==> config.mk <==
export PLATFORM = sky130hd
export DESIGN_NAME = past_value_tracker
export DESIGN_NICKNAME = d
export VERILOG_FILES = /design/src/rtl/past_value_tracker.sv
export SDC_FILE = /design/constraint.sdc
export NUM_CORES = 1
export LEC_CHECK = 0
export ABC_CLOCK_PERIOD_IN_PS = 7860
export CAP_MARGIN = 30
export CORE_MARGIN = 5
export CORE_UTILIZATION = 57
export CTS_BUF_LIST = sky130_fd_sc_hd__clkbuf_16
export DETAILED_ROUTE_END_ITERATION = 8
export PLACE_DENSITY = 0.95
export SYNTH_ARGS = -nofsm -noshare
export SYNTH_HDL_FRONTEND = slang
export SYNTH_SLANG_ARGS = --single-unit
==> constraint.sdc <==
create_clock -name clock -period 7.86 [get_ports clock]
set_input_delay 1.572 -clock clock [delete_from_list [all_inputs] [get_ports clock]]
set_output_delay 1.572 -clock clock [all_outputs]
set_load 0.005 [all_outputs]
==> src/rtl/past_value_tracker.sv <==
// past_value_tracker
// Synthesizable history buffer that provides $past-style delayed samples to
// the downstream property-check logic. Samples are taken only on gated clocks
// (sample_en=1), and the sample from 'lag' gated clocks ago is read back with
// zero latency. An optional registered compare flags mismatches against
// expect_data and keeps a saturating failure count.
module past_value_tracker #(
    parameter int WIDTH = 8,
    parameter int DEPTH = 4,
    parameter int CNT_W = 16
) (
    input  logic                       clock,
    input  logic                       rst_n,
    input  logic                       sample_en,
    input  logic [WIDTH-1:0]           sample_data,
    input  logic                       clear,
    input  logic [$clog2(DEPTH+1)-1:0] lag,
    output logic [WIDTH-1:0]           past_data,
    output logic                       past_valid,
    output logic                       lag_err,
    output logic [$clog2(DEPTH+1)-1:0] hist_count,
    input  logic                       check_en,
    input  logic [WIDTH-1:0]           expect_data,
    output logic                       check_fail,
    output logic                       check_skip,
    output logic [CNT_W-1:0]           fail_count
);

    localparam int LW = $clog2(DEPTH+1);
    localparam int PW = $clog2(DEPTH);
    // One extra bit so wptr + DEPTH - lag never wraps for legal lags.
    localparam int IW = LW + 1;

    logic [WIDTH-1:0] mem [DEPTH];
    logic [PW-1:0]    wptr;
    logic [LW-1:0]    count;
    logic [IW-1:0]    idx_sum;
    logic             mismatch;

    // History write path: clear wins over a simultaneous sample, memory is
    // left as-is on clear because count gates every read.
    always_ff @(posedge clock or negedge rst_n) begin
        if (!rst_n) begin
            wptr  <= '0;
            count <= '0;
            for (int i = 0; i < DEPTH; i++) begin
                mem[i] <= '0;
            end
        end else if (clear) begin
            wptr  <= '0;
            count <= '0;
        end else if (sample_en) begin
            mem[wptr] <= sample_data;
            wptr      <= (wptr == PW'(DEPTH-1)) ? '0 : wptr + 1'b1;
            if (count != LW'(DEPTH)) begin
                count <= count + 1'b1;
            end
        end
    end

    // Read index (wptr - lag) mod DEPTH; only meaningful when past_valid.
    always_comb begin
        idx_sum = IW'(wptr) + IW'(DEPTH) - IW'(lag);
        if (idx_sum >= IW'(DEPTH)) begin
            idx_sum = idx_sum - IW'(DEPTH);
        end
    end

    // Zero-latency read; data is forced to zero whenever the lookback is not
    // backed by real history, so stale or reset contents never leak out.
    always_comb begin
        lag_err    = (lag == '0) || (lag > LW'(DEPTH));
        past_valid = !lag_err && (lag <= count);
        past_data  = past_valid ? mem[idx_sum[PW-1:0]] : '0;
        hist_count = count;
        mismatch   = past_valid && (past_data != expect_data);
    end

    // Registered checker: uses pre-edge history, pulses one cycle later.
    // fail_count survives clear on purpose; only reset zeroes it.
    always_ff @(posedge clock or negedge rst_n) begin
        if (!rst_n) begin
            check_fail <= 1'b0;
            check_skip <= 1'b0;
            fail_count <= '0;
        end else begin
            check_fail <= check_en && mismatch;
            check_skip <= check_en && !past_valid;
            if (check_en && mismatch && (fail_count != '1)) begin
                fail_count <= fail_count + 1'b1;
            end
        end
    end

endmodule

==> results.md <==
* Slew Viols, Final at 0
* Setup crit start kind: input port
* Hold Path Class: reg2reg
* Status: finished, final reports clean
* Worst-Margin Slew at 688 ps
* Hold Fails Final Rpt at 0
* CTS tree: built
* Synthesized Nets at 303
* Crit path required time at 6290 ps
* Post-Synth Simple-Gate Area at 15.0%
* Vias in the first global route at 2295
* # IOs at 55
* Share of cells above drive strength 1 at 19.6%
* Area post-placement at 3620 sq um
* Largest net degree at the start of global routing at 56
* FFs w/ async S/R, synth at 100%
* Yosys cell types at 36
* CP Max Fanout at 17
* Post-CTS setup buffer count at 0
* PD cells at 231 nW/um^2
* Top cell by count, worst path: clkdlybuf4s50_1
* Gate Count Post-Synth at 268
* Crit. End Element: output port
* Port buffer count at 54
* Drt drc at 0
* Post-synthesis compound-gate area fraction at 3.82%
* Initial antenna violation count at 0
* Worst path slowest cell: clkdlybuf4s50_1
* Leakage Power at 1.64 nW
* Hold Buf Count CTS at 0
* Syn-to-layout area delta at 25.2%
* Worst-Skew Late Latency at 300 ps
* CTS buffer count at 5
* Peak supply drop at 0.168 mV
* Drt first-iter violations at 154
* Critical path's top delay family: buffers and inverters
* Remaining global-route overflow at 0
* Filler Cells Inserted at 318
* Worst Path Arrival at 3990 ps
* Fmax at 180 MHz
* Flop2flop setup slack at 4340 ps
* Final core utilization at 73.9%
* RSZ-0062 raised after global routing: false
* Max_slew headroom at 54.1%
* # setup viols final at 0
* Adder-Cell Fraction of Synth Area at 4.57%
* Share of the synthesized area in the top cell type at 45.7%
* DP Cell Count at 387
* Mapped Area at 3010 sq um
* Wire per inst at 16.6 microns
* Post-synth top area cell: dfrtp_1
* Layout Skew at 6.77 ps
* Largest family of logic cells by synthesized area: multiplexers
* Die X at 82.7 microns
* Mux share of post-synthesis cell area at 18.6%
* Htree depth at 2
* Dpl hpwl at 4.76 mm
* CTS resizes at 0
* Period utilisation layout at 70.7%
* Kind of critical path: in2out
* Number of synthesized flops with an enable pin at 0
* Synth area leaders: dfrtp_1 (46%), mux2_2 (12%), mux4_2 (6.0%)
* Top-count cell post-synth: dfrtp_1
* Max Cap Viol at 0
* Via count at 2192
* Hold slack at 498 ps
* Worst-path cell chain: clkdlybuf4s50_1, ha_1, nor2b_1, o21ai_1, a32oi_1, buf_4, or2_2, nor2_1, clkdlybuf4s50_1
* Synthesis Warnings at 0
* Clock-pin slew on the worst setup and hold paths at 70 ps
* Full die area at 6840 sq um
* #FFs+latches synth at 55
* Syn_area_per_cell at 11.2 sq um
* Post-synth top cells: dfrtp_1 (55), inv_1 (41), mux2_2 (32)
* Ant. Diodes at 0
* Vias per cell at 5.54
* Post-synthesis xor/xnor area fraction at 6.02%
* Total track usage at 21.8%
* Drt first pass iters at 4
* Root buffer cell: clkbuf_16
* Global-route wire length before repair at 11.2 mm
* Ys flop type: dfrtp_1
* Register area share after synthesis at 45.7%
* Nets@finish at 360
* Cell Rows at 26
* Post-Route WL at 6.56 mm
* Core ar. at 5110 sq um
* DIE HEIGHT at 82.7 microns
* CTS Buffer Depth at 2
* Worst path buffer plus inverter count at 3
* Critical Path Max Stage Delay at 530 ps
* Finished Layout Cells at 396
* ANT nets after route at 0
* TNS Setup at 0 ps
* Post-route design area at 3770 sq um
* Placer Congestion at 0.847
* CTS sink cnt at 55
* Minimum clock period after layout at 5560 ps
* Starting Density at 59.0%
[logic make-up after synthesis]
| kind of cell | Yosys count |
|---|---|
| compound gates | 15 |
| xor+xnor | 19 |
| fa+ha+maj | 11 |
| buf+inv | 48 |
| flops | 55 |
| mux | 42 |
| simple gates | 78 |
[registers in the layout (all words and copies together), names as in the netlist]
register and flops:
fail_count 16, wptr 2, check_fail 1, hist_count 3, check_skip 1, mem 32
[layout make-up]
| type | count | area, sq um | share of cell area, % |
|---|---|---|---|
| clock buffer | 5 | 125 | 3.32 |
| inverter | 41 | 154 | 4.08 |
| multi-input combinational | 165 | 1450 | 38.4 |
| timing repair buffer | 57 | 558 | 14.8 |
| sequential | 55 | 1380 | 36.5 |
| tap | 70 | 87.6 | 2.32 |
| clock inverter | 3 | 25.0 | 0.663 |
[routing by layer]
metal / track usage (%) / part of all wire [%] / vias up
li1: - / - / 1047
met1: 28.3 / 43 / 1077
met2: 36.2 / 50 / 58
met3: 4.56 / 4.9 / 10
met4: 8.01 / 1.4 / 0
met5: 0 / 0 / -
[worst paths after layout]
path	from	to	depth (start not counted)
setup / recovery	lag[1]	past_data[7]	9
hold / removal	fail_count[5]	fail_count[5]	1
setup reg to reg	wptr[0]	fail_count[1]	10
hold reg to reg	fail_count[5]	fail_count[5]	1
max in group asynchronous	rst_n	mem[11]	2
min in group asynchronous	rst_n	mem[2]	2
[where the power goes]
group          leakage (nW)  total (W)  switching, W  internal [W]
clock network        0.0700   0.000223      0.000104      0.000119
registers             0.708   0.000393     0.0000480      0.000345
logic                 0.866   0.000255      0.000112      0.000143
total                  1.64   0.000872      0.000264      0.000607
[per-stage QoR]
| step | worst slack (ps) | total power, W |
|---|---|---|
| finish | 2300 | 0.000872 |
| CTS | 2270 | 0.000874 |
| floorplan | 3330 | 0.000542 |
| global placement | 2340 | 0.000632 |
| global route | 2160 | 0.000924 |
| detailed placement | 2270 | 0.000650 |
[cell usage in the layout, fill, tap and decap left out, drive strengths merged, types with 11 or more instances in the layout]
master / n
mux2: 33
clkdlybuf4s50: 53
nand2: 12
nor2: 15
ha: 11
nor4: 12
inv: 41
nand3: 12
xnor2: 18
dfrtp: 55
Note: power is estimated with default switching activity, not from simulation.
